==> src/rtl/braille_pkg.sv <==
// braille_pkg: shared types, Grade-1 dot table and ASCII letter classification.
package braille_pkg;
  localparam int DOT_W = 6;
  typedef enum logic [1:0] {IDLE, HOLD, GAP} state_e;
  localparam logic [DOT_W-1:0] DOT_LUT [26] = '{
    6'b000001, 6'b000011, 6'b001001, 6'b011001, 6'b010001,
    6'b001011, 6'b011011, 6'b010011, 6'b001010, 6'b011010,
    6'b000101, 6'b000111, 6'b001101, 6'b011101, 6'b010101,
    6'b001111, 6'b011111, 6'b010111, 6'b001110, 6'b011110,
    6'b100101, 6'b100111, 6'b111010, 6'b101101, 6'b111101,
    6'b110101
  };
  // Clearing bit5 folds lowercase onto uppercase; nothing outside the two letter ranges lands in 0x41-0x5A.
  function automatic logic [5:0] ascii_to_index(input logic [7:0] c);
    logic [7:0] u;
    u = c & 8'hDF;
    return (u >= 8'h41 && u <= 8'h5A) ? {1'b1, 5'(u - 8'h41)} : 6'd0;
  endfunction
endpackage

==> src/rtl/braille_char_fifo.sv <==
// braille_char_fifo: synchronous FIFO of letter indices, no bypass when full.
module braille_char_fifo #(
  parameter int DEPTH = 4,
  parameter int W = 5
) (
  input  logic                       clk,
  input  logic                       rst_n,
  input  logic                       push_i,
  input  logic [W-1:0]               data_i,
  input  logic                       pop_i,
  output logic [W-1:0]               data_o,
  output logic                       full_o,
  output logic                       empty_o,
  output logic [$clog2(DEPTH+1)-1:0] count_o
);
  localparam int AW = $clog2(DEPTH);
  localparam int CW = $clog2(DEPTH + 1);
  logic [W-1:0] mem [DEPTH];
  logic [AW-1:0] wr_q, rd_q;
  logic [CW-1:0] cnt_q;
  logic push_ok, pop_ok;
  assign full_o = cnt_q == CW'(DEPTH);
  assign empty_o = cnt_q == '0;
  assign count_o = cnt_q;
  assign data_o = mem[rd_q];
  assign push_ok = push_i && !full_o;
  assign pop_ok = pop_i && !empty_o;
  always_ff @(posedge clk or negedge rst_n) begin
    if (!rst_n) begin
      wr_q <= '0;
      rd_q <= '0;
      cnt_q <= '0;
    end else begin
      wr_q <= push_ok ? wr_q + 1'b1 : wr_q;
      rd_q <= pop_ok ? rd_q + 1'b1 : rd_q;
      cnt_q <= cnt_q + CW'(push_ok) - CW'(pop_ok);
    end
  end
  always_ff @(posedge clk) begin
    if (push_ok) mem[wr_q] <= data_i;
  end
endmodule

==> src/rtl/braille_cell_driver.sv <==
// braille_cell_driver: buffers classifier letters and shows each as a Braille
// pattern for HOLD_CYC cycles followed by GAP_CYC cycles of all dots low.
module braille_cell_driver
  import braille_pkg::*;
#(
  parameter int HOLD_CYC = 50000000,
  parameter int GAP_CYC = 10000000,
  parameter int FIFO_DEPTH = 4
) (
  input  logic             clk,
  input  logic             reset_n,
  input  logic             i_valid,
  input  logic [7:0]       i_alpha,
  output logic [DOT_W-1:0] o_dots,
  output logic             o_busy,
  output logic             o_empty,
  output logic             o_overflow,
  output logic             o_bad_char
);
  localparam int MAXC = HOLD_CYC > GAP_CYC ? HOLD_CYC : GAP_CYC;
  localparam int CW = $clog2(MAXC + 1);
  localparam logic [CW-1:0] HOLD_LD = CW'(HOLD_CYC - 1);
  localparam logic [CW-1:0] GAP_LD = CW'(GAP_CYC - 1);
  state_e state_q, state_d;
  logic [CW-1:0] cnt_q, cnt_d;
  logic [DOT_W-1:0] dots_q, dots_d;
  logic busy_q, ovf_q, bad_q;
  logic [5:0] cls;
  logic letter, pop, full, empty;
  logic [4:0] head;
  logic [$clog2(FIFO_DEPTH+1)-1:0] count;
  assign cls = ascii_to_index(i_alpha);
  assign letter = i_valid && cls[5];
  braille_char_fifo #(.DEPTH(FIFO_DEPTH), .W(5)) u_fifo (
    .clk(clk), .rst_n(reset_n), .push_i(letter), .data_i(cls[4:0]),
    .pop_i(pop), .data_o(head), .full_o(full), .empty_o(empty), .count_o(count)
  );
  always_comb begin
    state_d = state_q;
    cnt_d = cnt_q;
    dots_d = dots_q;
    pop = 1'b0;
    case (state_q)
      IDLE: if (!empty) begin
        pop = 1'b1;
        dots_d = DOT_LUT[head];
        cnt_d = HOLD_LD;
        state_d = HOLD;
      end
      HOLD: if (cnt_q == '0) begin
        dots_d = '0;
        cnt_d = GAP_LD;
        state_d = GAP;
      end else cnt_d = cnt_q - 1'b1;
      GAP: if (cnt_q != '0) cnt_d = cnt_q - 1'b1;
      else if (!empty) begin
        pop = 1'b1;
        dots_d = DOT_LUT[head];
        cnt_d = HOLD_LD;
        state_d = HOLD;
      end else state_d = IDLE;
      default: state_d = IDLE;
    endcase
  end
  always_ff @(posedge clk or negedge reset_n) begin
    if (!reset_n) begin
      state_q <= IDLE;
      cnt_q <= '0;
      dots_q <= '0;
      busy_q <= 1'b0;
      ovf_q <= 1'b0;
      bad_q <= 1'b0;
    end else begin
      state_q <= state_d;
      cnt_q <= cnt_d;
      dots_q <= dots_d;
      busy_q <= state_d != IDLE;
      ovf_q <= letter && full;
      bad_q <= i_valid && !cls[5];
    end
  end
  assign o_dots = dots_q;
  assign o_busy = busy_q;
  assign o_empty = count == '0;
  assign o_overflow = ovf_q;
  assign o_bad_char = bad_q;
endmodule

==> config.mk <==
export PLATFORM = sky130hd
export DESIGN_NAME = braille_cell_driver
export DESIGN_NICKNAME = d
export VERILOG_FILES = /design/src/rtl/braille_pkg.sv /design/src/rtl/braille_char_fifo.sv /design/src/rtl/braille_cell_driver.sv
export SDC_FILE = /design/constraint.sdc
export NUM_CORES = 1
export LEC_CHECK = 0
export BUFFER_PORTS_ARGS = -buffer_cell sky130_fd_sc_hd__buf_2
export CAP_MARGIN = 10
export CORE_ASPECT_RATIO = 0.6
export CORE_MARGIN = 3
export CORE_UTILIZATION = 45
export DETAILED_ROUTE_END_ITERATION = 10
export PLACE_DENSITY = 0.68
export SKIP_CTS_REPAIR_TIMING = 1
export SYNTH_ARGS = -nofsm -noshare
export SYNTH_HDL_FRONTEND = slang
export SYNTH_SLANG_ARGS = --single-unit
export TNS_END_PERCENT = 100
==> constraint.sdc <==
create_clock -name clk -period 6 [get_ports clk]
set_input_delay 0.9 -clock clk [delete_from_list [all_inputs] [get_ports clk]]
set_output_delay 0.9 -clock clk [all_outputs]
set_load 0.01 [all_outputs]
==> flow_summary.ini <==
[critical_path]
arrival_ns = 3.59
endpoint_kind = flip-flop
cp_max_fo = 9
start_kind = flip-flop
cp.required_ns = 6.21
critical_path_class = reg2reg

[sta]
drv_slew = 0
hold-worst-slack_ns = 0.5015
rsz0062_at_grt = false
fmax_ghz = 0.2953
fin_worst_skew_ns = 0.006459
period_share_pct = 56.44
period_minus_slack_ns = 3.386
worstMarginPinSlew_ns = 0.9743
hold_viol = 0
setup_viol = 0
slew_headroom_pct = 35.05
tns_ns = 0

[logic_synthesis]
synth.avg_cell_area_um2 = 9.662
synth_top_cell_by_area = dfrtp_1
synth_top_family_by_area = compound AO/OA/AOI/OAI gates
synth-compound-area-share_pct = 20.78
synth_cells = 407
synth_edf_count = 20
seq_area_frac_synth_pct = 43.27
synth_cell_types = 65
yosys_warnings = 0
synth_xor_area_share_pct = 2.227
async_flop_share_pct = 68.75
ys.flop_type = dfrtp_1
yosys.area_share.adder_pct = 5.918
synth.area.mux_share_pct = 4.486
synth_area_leaders = dfrtp_1 (28%), edfxtp_1 (15%), ha_1 (5.4%)
synth_nets = 436
syn_area_um2 = 3933
synth-simple-area-share_pct = 18.96
synth_top_area_share_pct = 28.00
synth_seq_cells = 64

[grt]
grt_first_pass_wirelength_um = 16720
grtUsageMet1_pct = 31.38
grt_busiest_layer = met1
met2_usage_pct = 30.70
grt_max_degree = 45
met3_usage_pct = 6.526
antenna_found_initial = 0
grt_util_all_layers_pct = 21.48
gr-total-overflow = 0
grt_pass1_vias = 3240

[floorplan]
die_h_um = 78.41
ios = 21
rows = 25
die_area_um2 = 9933
die_width_um = 126.7
start_util_pct = 48.17
fp.coreArea_um2 = 8164

[finish]
fillers = 700
drive_gt1_share_pct = 14.79
diodes = 0
nets = 450
layout_common_cells = dfrtp_1 (44), nor2_1 (41), a21oi_1 (30)
finalInstanceArea_um2 = 4457
area_growth_pct = 13.33
final_common_cell = dfrtp_1

[job]
cap_violations = 0

[worst_hold_path]
hold_class = reg2reg

[power]
seqPwrFrac_pct = 30.8
p_int_uw = 1407
p_clk_share_pct = 25.7
p_leak_uw = 0.001805
power_density_nw_per_um2 = 534.5
p_sw_share_pct = 40.93
p_sw_uw = 974.9
combPwrFrac_pct = 43.5
vdd_drop_max_mv = 0.1826

[status]
run_status = complete, no violations

[clock_network]
numCtsBuffers = 9
htree_num_levels = 3
cts_tree = done
path_clk_slew_ns = 0.05
insertion_delay_ns = 0.33
cts_sinks = 64
cts-root-buf = clkbuf_16
cts_buffer_depth = 2

[routing]
drt_iter0_drc = 382
wl_per_cell_um = 18.99
firstDrtPassIters = 5
ant_nets = 0
routed-via-count = 3382
drc = 0
drt-total-wl_um = 10140
routed_via_density = 6.333

[placed_design]
portBuffers = 19
post-dp-hpwl_um = 7381
place_area_um2 = 4096
place_congestion = 0.9864
==> cells in the mapped netlist (4+ instances only) <==
library cell	number
o21ai_0	24
and3_1	4
edfxtp_1	20
o21a_1	5
nor3_1	14
a21oi_1	30
clkbuf_1	11
a211oi_1	4
or3_1	8
nand2_1	25
o22a_1	4
dfrtp_1	44
nor4_1	6
o211ai_1	5
and2_1	6
ha_1	17
nor2_1	41
xnor2_1	9
inv_1	23
nand2b_1	5
nand3_1	6
a31oi_1	14
or2_2	6
buf_2	5
mux4_2	5
==> routing by layer <==
layer | vias to the layer above | wire [um]
met2 | 159 | 4292
met5 | - | 0
met3 | 22 | 939
met4 | 0 | 155
li1 | 1540 | -
met1 | 1661 | 4750
==> per-stage QoR <==
| stage | util, % | power [uW] | setup WS (ns) | cells |
|---|---|---|---|---|
| floorplan | - | 1466 | 2.813 | 407 |
| global placement | 50.18 | 1702 | 2.450 | 518 |
| detailed placement | 50.18 | 1741 | 2.404 | 518 |
| CTS | 54.59 | 2365 | 2.647 | 534 |
| global route | 54.59 | 2541 | 2.398 | 534 |
| finish | 54.59 | 2382 | 2.614 | 534 |
==> power by group through the flow <==
stage	combinational, uW	sequential (uW)	clock [uW]
global placement	975	727	0
global route	1150	754	641
CTS	1010	730	622
floorplan	789	677	0
finish	1040	733	613
detailed placement	1010	736	0
==> flip-flops by register name, summed over array words and instances (netlist names) <==
| register | flops |
|---|---|
| o_bad_char | 1 |
| u_fifo.rd_q | 2 |
| u_fifo.count_o | 3 |
| o_overflow | 1 |
| cnt_q | 26 |
| u_fifo.wr_q | 2 |
| state_q | 2 |
| o_busy | 1 |
| u_fifo.mem | 20 |
| o_dots | 6 |
==> worst paths after layout <==
kind | startpoint | end | slack, ns | cells past startpoint
max in group asynchronous | reset_n | cnt_q[22] | 4.66 | 1
min in group asynchronous | reset_n | o_dots[4] | 0.73 | 1
worst max-delay path | cnt_q[9] | u_fifo.count_o[2] | 2.61 | 11
worst min register to register | cnt_q[25] | cnt_q[25] | 0.50 | 1
worst max register to register | cnt_q[9] | u_fifo.count_o[2] | 2.61 | 11
worst min-delay path | cnt_q[25] | cnt_q[25] | 0.50 | 1
==> kinds of logic (layout without fill, tap and decap cells) <==
family,after synthesis,count (layout)
adder cells (fa/ha/maj),18,18
AND/OR/NAND/NOR,140,140
AO/OA/AOI/OAI,122,122
flip-flops,64,64
XOR/XNOR,10,10
buffers and inverters,42,61
multiplexers,11,11
==> final cells by class <==
cell class | instances | area, um^2 | area share, %
clock inverters | 3 | 67.56 | 1.516
flip-flops and latches | 64 | 1702 | 38.18
inverters | 24 | 90.09 | 2.021
repair buffers | 21 | 110.1 | 2.471
clock buffers | 13 | 292.8 | 6.569
well taps | 108 | 135.1 | 3.032
multi-input cells | 301 | 2059 | 46.21
==> worst max-delay path, stage by stage, from the launching register on <==
cell and delay (ns):
dfrtp_1 0.42, nor4_1 0.73, and4_1 0.52, a31oi_1 0.15, nor2_1 0.27, ha_1 0.29
inv_1 0.06, ha_1 0.13, inv_1 0.05, fa_1 0.37, xnor2_1 0.14, xnor2_1 0.13
Note: power is estimated with default switching activity, not from simulation.
